==> src/rtl/clk_tick_pkg.sv <==
// Shared constants and elaboration-time helpers for the clock timebase.
package clk_tick_pkg;

  localparam int CLK_HZ_DEF = 50_000_000;

  // Bits needed to hold values 0..v-1 (never less than 1).
  function automatic int clog2(input longint v);
    int     r;
    longint x;
    r = 0;
    x = v - 1;
    while (x > 0) begin
      r++;
      x = x >>> 1;
    end
    return (r < 1) ? 1 : r;
  endfunction

  function automatic int div_sec(input int clk_hz, input int sec_hz);
    return clk_hz / sec_hz;
  endfunction

  function automatic int div_scan(input int clk_hz, input int scan_hz);
    return clk_hz / scan_hz;
  endfunction

  function automatic int div_fast(input int dsec, input int mult);
    return dsec / mult;
  endfunction

endpackage

==> src/rtl/tick_div.sv <==
// Generic modulo-N counter with enable, sync clear and a registered terminal pulse.
module tick_div
  import clk_tick_pkg::*;
#(
  parameter int N = 4
) (
  input  logic clk_in,
  input  logic rst_n,
  input  logic en,
  input  logic clear,
  output logic tick
);

  localparam int W = clog2(N);
  localparam logic [W-1:0] LAST = W'(N - 1);

  logic [W-1:0] cnt;

  always_ff @(posedge clk_in or negedge rst_n) begin
    if (!rst_n) begin
      cnt  <= '0;
      tick <= 1'b0;
    end else if (clear) begin
      cnt  <= '0;
      tick <= 1'b0;
    end else if (en) begin
      if (cnt == LAST) begin
        cnt  <= '0;
        tick <= 1'b1;
      end else begin
        cnt  <= cnt + 1'b1;
        tick <= 1'b0;
      end
    end else begin
      tick <= 1'b0;
    end
  end

endmodule

==> src/rtl/clk_tick_gen.sv <==
// Timebase: seconds tick with half tick and blink, fast-set, pause, clear and trim,
// plus an independent free-running display-scan tick.
module clk_tick_gen
  import clk_tick_pkg::*;
#(
  parameter int CLK_HZ    = CLK_HZ_DEF,
  parameter int SEC_HZ    = 1,
  parameter int SCAN_HZ   = 1000,
  parameter int FAST_MULT = 60,
  parameter int TRIM_W    = 8
) (
  input  logic                     clk_in,
  input  logic                     rst_n,
  input  logic                     en,
  input  logic                     fast,
  input  logic                     clear,
  input  logic signed [TRIM_W-1:0] trim,
  output logic                     tick_sec,
  output logic                     tick_half,
  output logic                     blink,
  output logic                     tick_scan
);

  localparam int DIV_SEC  = div_sec(CLK_HZ, SEC_HZ);
  localparam int DIV_SCAN = div_scan(CLK_HZ, SCAN_HZ);
  localparam int DIV_FAST = div_fast(DIV_SEC, FAST_MULT);
  localparam int CNT_W    = clog2(longint'(DIV_SEC) + (longint'(1) << (TRIM_W - 1)));

  if ((CLK_HZ % SEC_HZ != 0) || (CLK_HZ % SCAN_HZ != 0)) begin : g_chk_div
    $fatal(1, "clk_tick_gen: CLK_HZ must be a multiple of SEC_HZ and SCAN_HZ");
  end
  if (DIV_FAST < 2) begin : g_chk_fast
    $fatal(1, "clk_tick_gen: DIV_FAST must be at least 2");
  end
  if (longint'(DIV_SEC) <= (longint'(1) << (TRIM_W - 1)) + 2) begin : g_chk_trim
    $fatal(1, "clk_tick_gen: trim range too large for DIV_SEC");
  end

  logic [CNT_W-1:0]         cnt, cnt_d;
  logic signed [TRIM_W-1:0] trim_q, trim_d;
  logic [31:0]              period, half, cnt_x;
  logic                     term, mid;
  logic                     sec_d, half_d, blink_d;

  // Period math is done at 32 bits so a negative trim cannot wrap the compare.
  always_comb begin
    period  = fast ? 32'(DIV_FAST) : 32'(DIV_SEC) + 32'(trim_q);
    half    = period >> 1;
    cnt_x   = 32'(cnt);
    term    = en && (cnt_x >= period - 32'd1);
    mid     = en && (cnt_x == half - 32'd1);
    cnt_d   = cnt;
    trim_d  = trim_q;
    blink_d = blink;
    sec_d   = 1'b0;
    half_d  = 1'b0;
    if (clear) begin
      cnt_d   = '0;
      blink_d = 1'b0;
      trim_d  = trim;
    end else if (term) begin
      cnt_d   = '0;
      sec_d   = 1'b1;
      half_d  = 1'b1;
      blink_d = 1'b0;
      trim_d  = trim;
    end else if (en) begin
      cnt_d = cnt + 1'b1;
      if (mid) begin
        half_d  = 1'b1;
        blink_d = 1'b1;
      end
    end
  end

  always_ff @(posedge clk_in or negedge rst_n) begin
    if (!rst_n) begin
      cnt       <= '0;
      trim_q    <= '0;
      tick_sec  <= 1'b0;
      tick_half <= 1'b0;
      blink     <= 1'b0;
    end else begin
      cnt       <= cnt_d;
      trim_q    <= trim_d;
      tick_sec  <= sec_d;
      tick_half <= half_d;
      blink     <= blink_d;
    end
  end

  tick_div #(.N(DIV_SCAN)) u_scan (
    .clk_in (clk_in),
    .rst_n  (rst_n),
    .en     (1'b1),
    .clear  (1'b0),
    .tick   (tick_scan)
  );

endmodule

==> config.mk <==
export PLATFORM = sky130hd
export DESIGN_NAME = clk_tick_gen
export DESIGN_NICKNAME = d
export VERILOG_FILES = /design/src/rtl/clk_tick_pkg.sv /design/src/rtl/tick_div.sv /design/src/rtl/clk_tick_gen.sv
export SDC_FILE = /design/constraint.sdc
export NUM_CORES = 1
export LEC_CHECK = 0
export CAP_MARGIN = 40
export CORE_ASPECT_RATIO = 1.5
export CORE_UTILIZATION = 40
export CTS_CLUSTER_DIAMETER = 80
export CTS_CLUSTER_SIZE = 8
export DETAILED_ROUTE_END_ITERATION = 10
export HOLD_SLACK_MARGIN = 0.05
export PLACE_DENSITY = 0.69
export SYNTH_ARGS = -nofsm -noshare
export SYNTH_HDL_FRONTEND = slang
export SYNTH_HIERARCHICAL = 1
export SYNTH_SLANG_ARGS = --single-unit
==> constraint.sdc <==
create_clock -name clk_in -period 7 [get_ports clk_in]
set_input_delay 1.4 -clock clk_in [delete_from_list [all_inputs] [get_ports clk_in]]
set_output_delay 1.4 -clock clk_in [all_outputs]
set_load 0.005 [all_outputs]
==> impl_metrics.csv, run 1 <==
group,metric,value,unit
floorplan,die_area,0.00950,mm^2
place,place_congestion,0.869,
sta,setup_viol,0,
critical_path,critical_path_class,"input port to flop",
finish,mostFrequentLayoutCell,"nor2_1",
clocking,cts_resized,0,
power_and_ir_drop,peakVddDrop,0.000113,V
sta,fmax,0.185,GHz
place,dp_hpwl,6170,um
clocking,cts_buffer_depth,2,
sta,period_share,77.3,%
logic_synthesis,synthArstFlopShare,100,%
sta,finalSetupTns,0,ns
critical_path,ff2ff_path_depth,15,
clocking,htree_num_levels,2,
sta,slew_headroom,55.3,%
logic_synthesis,synth_edf_count,0,
critical_path,critPathLaunchType,"input port",
clocking,cts-buffers-inserted,5,
logic_synthesis,synth_cells,412,
finish,antenna-diode-count,0,
clocking,clkSlewWorstSetupHoldPaths,0.08,ns
critical_path,cp_max_fo,30,
global_routing,grt_pass1_wl,13700,um
finish,final_nets,466,
route,postRouteAntennaNets,0,
route,drtPass1Iterations,6,
floorplan,io_pins,17,
status,outcome,"finished clean",
sta,rsz0062_at_grt,"false",
critical_path,end_kind,"flop",
global_routing,antenna_found_initial,0,
global_routing,grt_pass1_vias,2942,
logic_synthesis,yosysSeqAreaShare,37.1,%
clocking,numClockSinks,54,
min_path,hold-path-cell-count,2,
route,vias,2956,
route,wl_per_cell,15.1,um
route,wirelength,8160,um
clocking,cts_tree,"done",
route,route.detailed.drc,0,
clocking,cts_root_buffer,"clkbuf_16",
global_routing,grt_overflow_total,0,
min_path,hold_class,"flop to flop",
logic_synthesis,synth_top_area_share,37.1,%
global_routing,grt_max_degree,55,
critical_path,critPathArrivalTime,5.59,ns
floorplan,num_rows,42,
logic_synthesis,synth_cell_types,53,
global_routing,track_usage,18.4,%
logic_synthesis,yosys.area.top_type,"dfrtp_1",
route,drt_first_iter_violations,193,
flow_run,cap_viol_max_count,0,
clocking,postCtsHoldBufs,0,
sta,report.final.slew_viol_count,0,
critical_path,cp_data_required_time,7.17,ns
route,vias_per_cell,5.47,
clocking,clk_latency,0.30,ns
logic_synthesis,ys_seq_elements,54,
logic_synthesis,syn_area_per_cell,8.84,um^2
finish,layout_common_cells,"65 x nor2_1, 54 x dfrtp_1, 31 x nand2_1, 29 x xnor2_1, 24 x ha_1",
sta,hold_viol,0,
floorplan,core-area,0.00883,mm^2
finish,area_growth,11.4,%
logic_synthesis,synthTopCellsByArea,"dfrtp_1 37%, ha_1 8.2%, xnor2_1 7.0%",
sta,period_needed,5.41,ns
floorplan,die_y,119,um
clocking,post_cts_buffers,0,
logic_synthesis,yosys_most_used_dff,"dfrtp_1",
logic_synthesis,synth_warnings,6,
sta,fin_skew,0.0102,ns
finish,layout-drive-gt1-share,4.42,%
sta,worst-slew-pin-transition,0.670,ns
floorplan,fp.dieW,79.9,um
place,io_buffers,16,
floorplan,initial_core_util,41.3,%
sta,whs,0.540,ns
power_and_ir_drop,leakage,1.63,nW
logic_synthesis,synth_area,0.00364,mm^2
power_and_ir_drop,power_density,163,mW/mm^2
finish,n_fill_cell,845,
## worst paths after layout
| check | slack, ns | start | end |
|---|---|---|---|
| min | 0.54 | blink$_DFFE_PN0P_ | blink$_DFFE_PN0P_ |
| max | 1.59 | fast | cnt[13]$_DFFE_PN0P_ |
| max in group asynchronous | 5.33 | rst_n | cnt[13]$_DFFE_PN0P_ |
| min reg2reg | 0.54 | blink$_DFFE_PN0P_ | blink$_DFFE_PN0P_ |
| max reg2reg | 3.12 | trim_q[1]$_DFFE_PN0N_ | cnt[13]$_DFFE_PN0P_ |
| min in group asynchronous | 1.21 | rst_n | u_scan/cnt[2]$_DFFE_PN0P_ |
## stage by stage
stage	setup slack (ns)	cell area, um^2	total power, mW	cells	util, %
after floorplan	2.10	3670	0.381	420	-
after global placement	1.43	3910	0.407	532	44.3
after detailed placement	1.33	3910	0.409	532	44.3
after CTS	1.59	4060	0.667	540	46.0
after global routing	1.26	4060	0.691	540	46.0
final	1.59	4060	0.660	540	46.0
## sequential cells by signal, indices dropped and copies added (netlist names)
name / flops
cnt: 26
u_scan/cnt: 16
trim_q: 8
blink: 1
tick_half: 1
tick_sec: 1
u_scan/tick: 1
## worst max-delay path: stages
cell,delay [ns]
clkdlybuf4s50_1,0.46
buf_4,0.32
inv_2,0.14
nand2_1,0.11
ha_1,0.22
or4b_1,0.58
nor3_1,0.23
xnor2_1,0.15
nand2_1,0.08
ha_1,0.30
and4_1,0.18
nand2_1,0.06
a31oi_1,0.15
nand3b_1,0.15
a31oi_2,0.15
o21bai_2,0.44
buf_4,0.36
nor2_1,0.09
## layout make-up
class	instances	area, um^2	share of cell area (%)
clock buffer	5	125	3.08
multi-input combinational	338	2200	54.2
tap	110	138	3.39
clock inverter	3	26.3	0.647
inverter	11	41.3	1.02
timing repair buffer	19	178	4.38
sequential	54	1350	33.3
## routing by layer
layer / part of all wire [%] / global-route usage, % / wire, um
met1: 41 / 20.5 / 3340
met2: 53 / 33.5 / 4370
met3: 2.1 / 2.68 / 172
met4: 3.4 / 8.71 / 279
met5: 0 / 0 / 0
## synth_stat cells (2+ instances only)
master and instances:
nor2_1 65, dfrtp_1 54, nand2_1 31, xnor2_1 29, ha_1 24, xor2_1 22
a21oi_1 21, nand3_1 16, nand4_1 16, nor3_1 12, inv_1 10, clkbuf_1 9
mux2_1 8, nor4_1 8, o21ai_0 8, buf_2 6, nand3b_1 6, nor2b_1 6
or4_1 6, a31oi_1 5, nand2b_1 5, or3_1 4, and3_1 3, or4b_1 3
and2_1 2, and4_1 2, conb_1 2, o2111ai_1 2, o211ai_1 2, o21ai_1 2
## report_power, final
group	switching (mW)	internal [mW]
clock	0.120	0.136
sequential	0.0131	0.318
combinational	0.0416	0.0312
total	0.175	0.485
## kinds of logic (layout without fill, tap and decap cells)
family                   Yosys count  count (layout)  share of synthesized area [%]
XOR/XNOR                          51              51                           12.3
multiplexers                       9               9                           2.75
buffers and inverters             28              38                           3.33
flip-flops                        54              54                           37.1
AO/OA/AOI/OAI                     51              51                           9.17
AND/OR/NAND/NOR                  193             193                           27.0
other                              2              10                          0.206
adder cells (fa/ha/maj)           24              24                           8.24
Power figures use the tool's default switching activity.
==> run 2: changes to the inputs <==
Clock period 7 ns to 5.7 ns, I/O delays scaled along.
==> run 2 against run 1 <==
Net effect:
- final cell count is the same
- highest routed layer unchanged
- critical endpoint is now cnt[5]$_DFFE_PN0P_
- setup slack lost 0.70 ns
- count of clock-buffer cells in the layout grew 1
==> impl_metrics.csv, run 2 (synthesis gave the netlist of run 1 again) <==
group,metric,value,unit
finish,multi_input_area,0.00220,mm^2
sta,finalSetupTns,0,ns
sta,fin_ws,0.883,ns
place,dp.cells,532,
critical_path,cp_max_fo,24,
sta,hold_viol,0,
critical_path,reg2reg_setup_slack,1.76,ns
floorplan,io_pins,17,
finish,area_growth,11.5,%
global_routing,grt_pass1_wl,14000,um
critical_path,ff2ff_path_depth,15,
floorplan,num_rows,42,
floorplan,fp.dieW,79.9,um
clocking,cts-buffers-inserted,5,
status,outcome,"finished clean",
clocking,clkSlewWorstSetupHoldPaths,0.07,ns
clocking,postCtsHoldBufs,0,
finish,final_nets,466,
finish,post-route-util,46.0,%
place,io_buffers,16,
critical_path,cp_data_required_time,5.88,ns
place,dp_slack,0.614,ns
clocking,cts_root_buffer,"clkbuf_16",
clocking,cts_buffer_depth,2,
power_and_ir_drop,leakage,1.63,nW
sta,rsz0062_at_grt,"false",
critical_path,reg2reg_to,"cnt[5]$_DFFE_PN0P_",
clocking,cts_tree,"done",
route,vias,2997,
min_path,hold_class,"flop to flop",
critical_path,critical_path_class,"input port to flop",
finish,antenna-diode-count,0,
finish,mostFrequentLayoutCell,"nor2_1",
sta,period_share,84.5,%
place,place_congestion,0.867,
route,wirelength,8340,um
floorplan,die_y,119,um
route,route.detailed.drc,0,
global_routing,grt_overflow_total,0,
power_and_ir_drop,internal-power,0.606,mW
finish,n_fill_cell,846,
clocking,post_cts_buffers,0,
finish,fin_cells,540,
sta,fmax,0.208,GHz
finish,largest-register,"cnt",
critical_path,end_kind,"flop",
min_path,hold_start,"blink$_DFFE_PN0P_",
finish,layout_common_cells,"65 x nor2_1, 54 x dfrtp_1, 31 x nand2_1, 29 x xnor2_1, 24 x ha_1",
clocking,numClockSinks,54,
critical_path,r2r_start,"trim_q[2]$_DFFE_PN0N_",
sta,report.final.slew_viol_count,0,
floorplan,initial_core_util,41.3,%
global_routing,grt_pass1_vias,3004,
power_and_ir_drop,p_clk_share,39.1,%
critical_path,critPathArrivalTime,4.99,ns
floorplan,core-area,0.00883,mm^2
route,drt_first_iter_violations,141,
place,dp_hpwl,6320,um
route,wl_per_cell,15.5,um
route,postRouteAntennaNets,0,
sta,whs,0.523,ns
floorplan,die_area,0.00950,mm^2
route,drtPass1Iterations,4,
flow_run,cap_viol_max_count,0,
global_routing,track_usage,18.9,%
sta,period_needed,4.82,ns
finish,layout-drive-gt1-share,4.42,%
min_path,hold-path-endpoint,"blink$_DFFE_PN0P_",
power_and_ir_drop,switchingPower,0.211,mW
finish,largest_reg_flops,26,
global_routing,antenna_found_initial,0,
clocking,cts_resized,0,
sta,fin_skew,0.00633,ns
finish,seqCellArea,0.00135,mm^2
finish,reg_top3,"cnt: 26 flops, u_scan/cnt: 16 flops, trim_q: 8 flops",
power_and_ir_drop,switching_share,25.8,%
power_and_ir_drop,power_density,201,mW/mm^2
power_and_ir_drop,power.share.combinational,11.0,%
min_path,hold-path-cell-count,2,
power_and_ir_drop,peakVddDrop,0.000168,V
global_routing,grt_max_degree,55,
clocking,clk_latency,0.30,ns
sta,worst-slew-pin-transition,0.678,ns
sta,slew_headroom,54.8,%
sta,setup_viol,0,
route,vias_per_cell,5.55,
critical_path,critPathLaunchType,"input port",
power_and_ir_drop,seq_power_share,49.9,%
clocking,htree_num_levels,2,
-- run 2: cell count changes in the layout (fill, tap and decap cells not counted), sizes merged --
cell	delta
clkbuf	+1
inv	-1
clkinvlp	+1
clkinv	-1
-- run 2: through the flow --
stage / total power, mW / instance area (um^2)
final: 0.817 / 4060
after global routing: 0.850 / 4060
after CTS: 0.819 / 4060
after detailed placement: 0.504 / 3910
after global placement: 0.500 / 3910
after floorplan: 0.468 / 3670
-- run 2: layout make-up --
class                           count  area share, %
Clock buffer                        6           3.42
Tap cell                          110           3.39
Multi-Input combinational cell    338           54.2
Timing Repair Buffer               19           4.37
Clock inverter                      2          0.400
Inverter                           11           1.02
Sequential cell                    54           33.3
-- run 2: worst max-delay path, cell delays in order --
cell	delay [ns]
clkdlybuf4s50_1	0.52
inv_2	0.11
nand2_1	0.10
ha_1	0.22
or4b_1	0.57
nor3_1	0.23
xnor2_1	0.16
nand2_1	0.08
ha_1	0.31
and4_1	0.19
nand2_1	0.06
a31oi_1	0.13
nand3b_1	0.14
a31oi_2	0.14
o21bai_2	0.43
buf_4	0.35
nor2_1	0.08
-- run 2: how the worst max path moves through the flow --
stage,slack [ns],end,from
3_3_place_gp,0.74,trim_q[3]$_DFFE_PN0N_,fast
6_report,0.88,cnt[5]$_DFFE_PN0P_,fast
3_5_place_dp,0.61,trim_q[7]$_DFFE_PN0N_,fast
4_1_cts,0.88,cnt[5]$_DFFE_PN0P_,fast
2_1_floorplan,1.06,trim_q[4]$_DFFE_PN0N_,fast
5_1_grt,0.53,cnt[8]$_DFFE_PN0P_,fast
-- run 2: power by group through the flow --
stage	Combinational (mW)	Clock [mW]	Sequential [mW]
after detailed placement	0.0893	0	0.415
after floorplan	0.0615	0	0.406
final	0.0896	0.320	0.407
after global routing	0.101	0.341	0.408
after CTS	0.0898	0.322	0.407
after global placement	0.0857	0	0.414
-- run 2: layer usage --
metal  vias up  global-route usage (%)  wire (um)
li1       1469                       -          -
met2        43                    34.8       4480
met3        19                    2.30        192
met1      1466                    20.3       3360
met5         -                       0          0
met4         0                    10.0        315
==> run 3: changes to the inputs <==
Settings changed: PLACE_DENSITY 0.69 to 0.71.
Clock period 5.7 ns to 4.15 ns, I/O delays scaled along.
==> run 3 against run 2 <==
Net effect:
- design area grew 4.7%
- count of clock-buffer cells in the layout decreased by 1
- combinational power rose by 53%
- die area did not move
- sequential cell count did not move
- final cell count grew 3.1%
- total power increased by 45%
- via count rose by 3.2%
- critical path type unchanged
- largest power group unchanged
==> impl_metrics.csv, run 3 (synthesis gave the netlist of run 1 again) <==
group,metric,value,unit
finish,largest_reg_flops,26,
clocking,clkSlewWorstSetupHoldPaths,0.07,ns
critical_path,critical_path_class,"input port to flop",
sta,setup_viol,0,
floorplan,num_rows,42,
finish,final_nets,483,
critical_path,crit_buf_inv,2,
global_routing,grt_pass1_vias,3142,
clocking,cts-buffers-inserted,5,
place,dp_hpwl,6630,um
route,wl_per_cell,15.6,um
global_routing,grt_max_degree,48,
critical_path,critPathArrivalTime,3.96,ns
sta,period_needed,3.77,ns
sta,slew_headroom,60.6,%
critical_path,slowest_delay,0.49,ns
critical_path,path_delay_family,"compound AO/OA/AOI/OAI gates",
sta,rsz0062_at_grt,"false",
place,place_congestion,0.889,
flow_run,cap_viol_max_count,0,
route,wirelength,8700,um
floorplan,initial_core_util,41.3,%
finish,largest-register,"cnt",
sta,finalSetupTns,0,ns
clocking,cts_tree,"done",
global_routing,grt_pass1_wl,14600,um
finish,area_growth,16.8,%
sta,hold_viol,0,
floorplan,fp.dieW,79.9,um
power_and_ir_drop,power_density,277,mW/mm^2
place,dp.cells,547,
finish,fin_cells,557,
place,io_buffers,16,
power_and_ir_drop,peakVddDrop,0.000227,V
sta,period_share,90.9,%
critical_path,critPathLaunchType,"input port",
finish,layout_common_cells,"65 x nor2_1, 54 x dfrtp_1, 31 x nand2_1, 29 x xnor2_1, 23 x ha_1",
sta,whs,0.358,ns
global_routing,grt_overflow_total,0,
floorplan,die_y,119,um
critical_path,cp_slowest_cell,"or4b_4",
power_and_ir_drop,leakage,1.74,nW
floorplan,core-area,0.00883,mm^2
route,vias,3092,
sta,fin_skew,0.00845,ns
finish,reg_top3,"cnt: 26 flops, u_scan/cnt: 16 flops, trim_q: 8 flops",
status,outcome,"finished clean",
clocking,cts_buffer_depth,2,
finish,antenna-diode-count,0,
route,drtPass1Iterations,4,
floorplan,die_area,0.00950,mm^2
sta,fmax,0.265,GHz
finish,mostFrequentLayoutCell,"nor2_1",
sta,report.final.slew_viol_count,0,
critical_path,end_kind,"flop",
route,drt_first_iter_violations,202,
critical_path,cp_common_cell,"nand2_1",
global_routing,antenna_found_initial,0,
route,vias_per_cell,5.55,
route,route.detailed.drc,0,
finish,n_fill_cell,835,
clocking,clk_latency,0.30,ns
min_path,hold_class,"input port to async pin",
critical_path,cp_max_fo,5,
global_routing,track_usage,19.6,%
route,postRouteAntennaNets,0,
sta,worst-slew-pin-transition,0.590,ns
clocking,numClockSinks,54,
critical_path,cp_data_required_time,4.33,ns
clocking,postCtsHoldBufs,0,
clocking,htree_num_levels,2,
clocking,cts_root_buffer,"clkbuf_16",
critical_path,crit_path_cell_trace,"dlymetal6s2s_1 > inv_2 > nand2_1 > ha_2 > or4b_4 > nor3_2 > xnor2_1 > nand2_1 > ha_1 > a21oi_1 > o21ai_1 > a221oi_2 > nand3b_1 > a31oi_4 > o21bai_2 > mux2_1",
floorplan,io_pins,17,
finish,layout-drive-gt1-share,8.95,%
==> run 3: cell type report <==
class	count	area (um^2)	share of cell area, %
Clock buffer	5	125	2.94
Multi-Input combinational cell	339	2250	52.8
Tap cell	110	138	3.24
Clock inverter	3	48.8	1.15
Timing Repair Buffer	35	304	7.15
Inverter	11	41.3	0.971
Sequential cell	54	1350	31.8
==> run 3: what timing repair did <==
| action | in CTS | in global routing |
|---|---|---|
| buffers inserted | 0 | 1 |
| gates resized for setup | 1 | 3 |
| pin swaps | 0 | 3 |
| endpoints found under the hold margin | 0 | 0 |
| endpoints found under the setup margin | 1 | 36 |
| gates cloned | 0 | 1 |
==> run 3: path summary, 6_finish.rpt <==
| kind | from | end | slack, ns | depth (start not counted) |
|---|---|---|---|---|
| setup / recovery | fast | trim_q[1]$_DFFE_PN0N_ | 0.38 | 16 |
| hold / removal | rst_n | u_scan/cnt[1]$_DFFE_PN0P_ | 0.36 | 1 |
| setup reg to reg | trim_q[1]$_DFFE_PN0N_ | trim_q[1]$_DFFE_PN0N_ | 0.66 | 14 |
| hold reg to reg | blink$_DFFE_PN0P_ | blink$_DFFE_PN0P_ | 0.54 | 2 |
| max in group asynchronous | rst_n | cnt[8]$_DFFE_PN0P_ | 2.97 | 2 |
| min in group clk_in | blink$_DFFE_PN0P_ | blink$_DFFE_PN0P_ | 0.54 | 2 |
==> run 3: routing by layer <==
metal  vias to the layer above  track usage, %  routed length (um)
li1                       1505               -                   -
met1                      1473            21.1                3400
met2                        79            34.0                4520
met3                        35            3.22                 292
met4                         0            13.6                 483
met5                         -               0                   0
==> run 3: power breakdown <==
part           switching, mW  leakage, nW  internal [mW]  total [mW]
Combinational         0.0763        0.925         0.0607       0.137
Clock                  0.196       0.0819          0.289       0.485
Sequential            0.0220        0.734          0.536       0.558
Total                  0.294         1.74          0.886        1.18
==> run 3: metrics by stage <==
stage / instance area, um^2 / setup slack [ns] / util, % / power [mW]
after floorplan: 3730 / 0.00769 / - / 0.646
after global placement: 4050 / -0.191 / 45.8 / 0.698
after detailed placement: 4050 / -0.312 / 45.8 / 0.703
after CTS: 4220 / 0.000603 / 47.8 / 1.19
after global routing: 4250 / 0.161 / 48.2 / 1.24
final: 4250 / 0.378 / 48.2 / 1.18
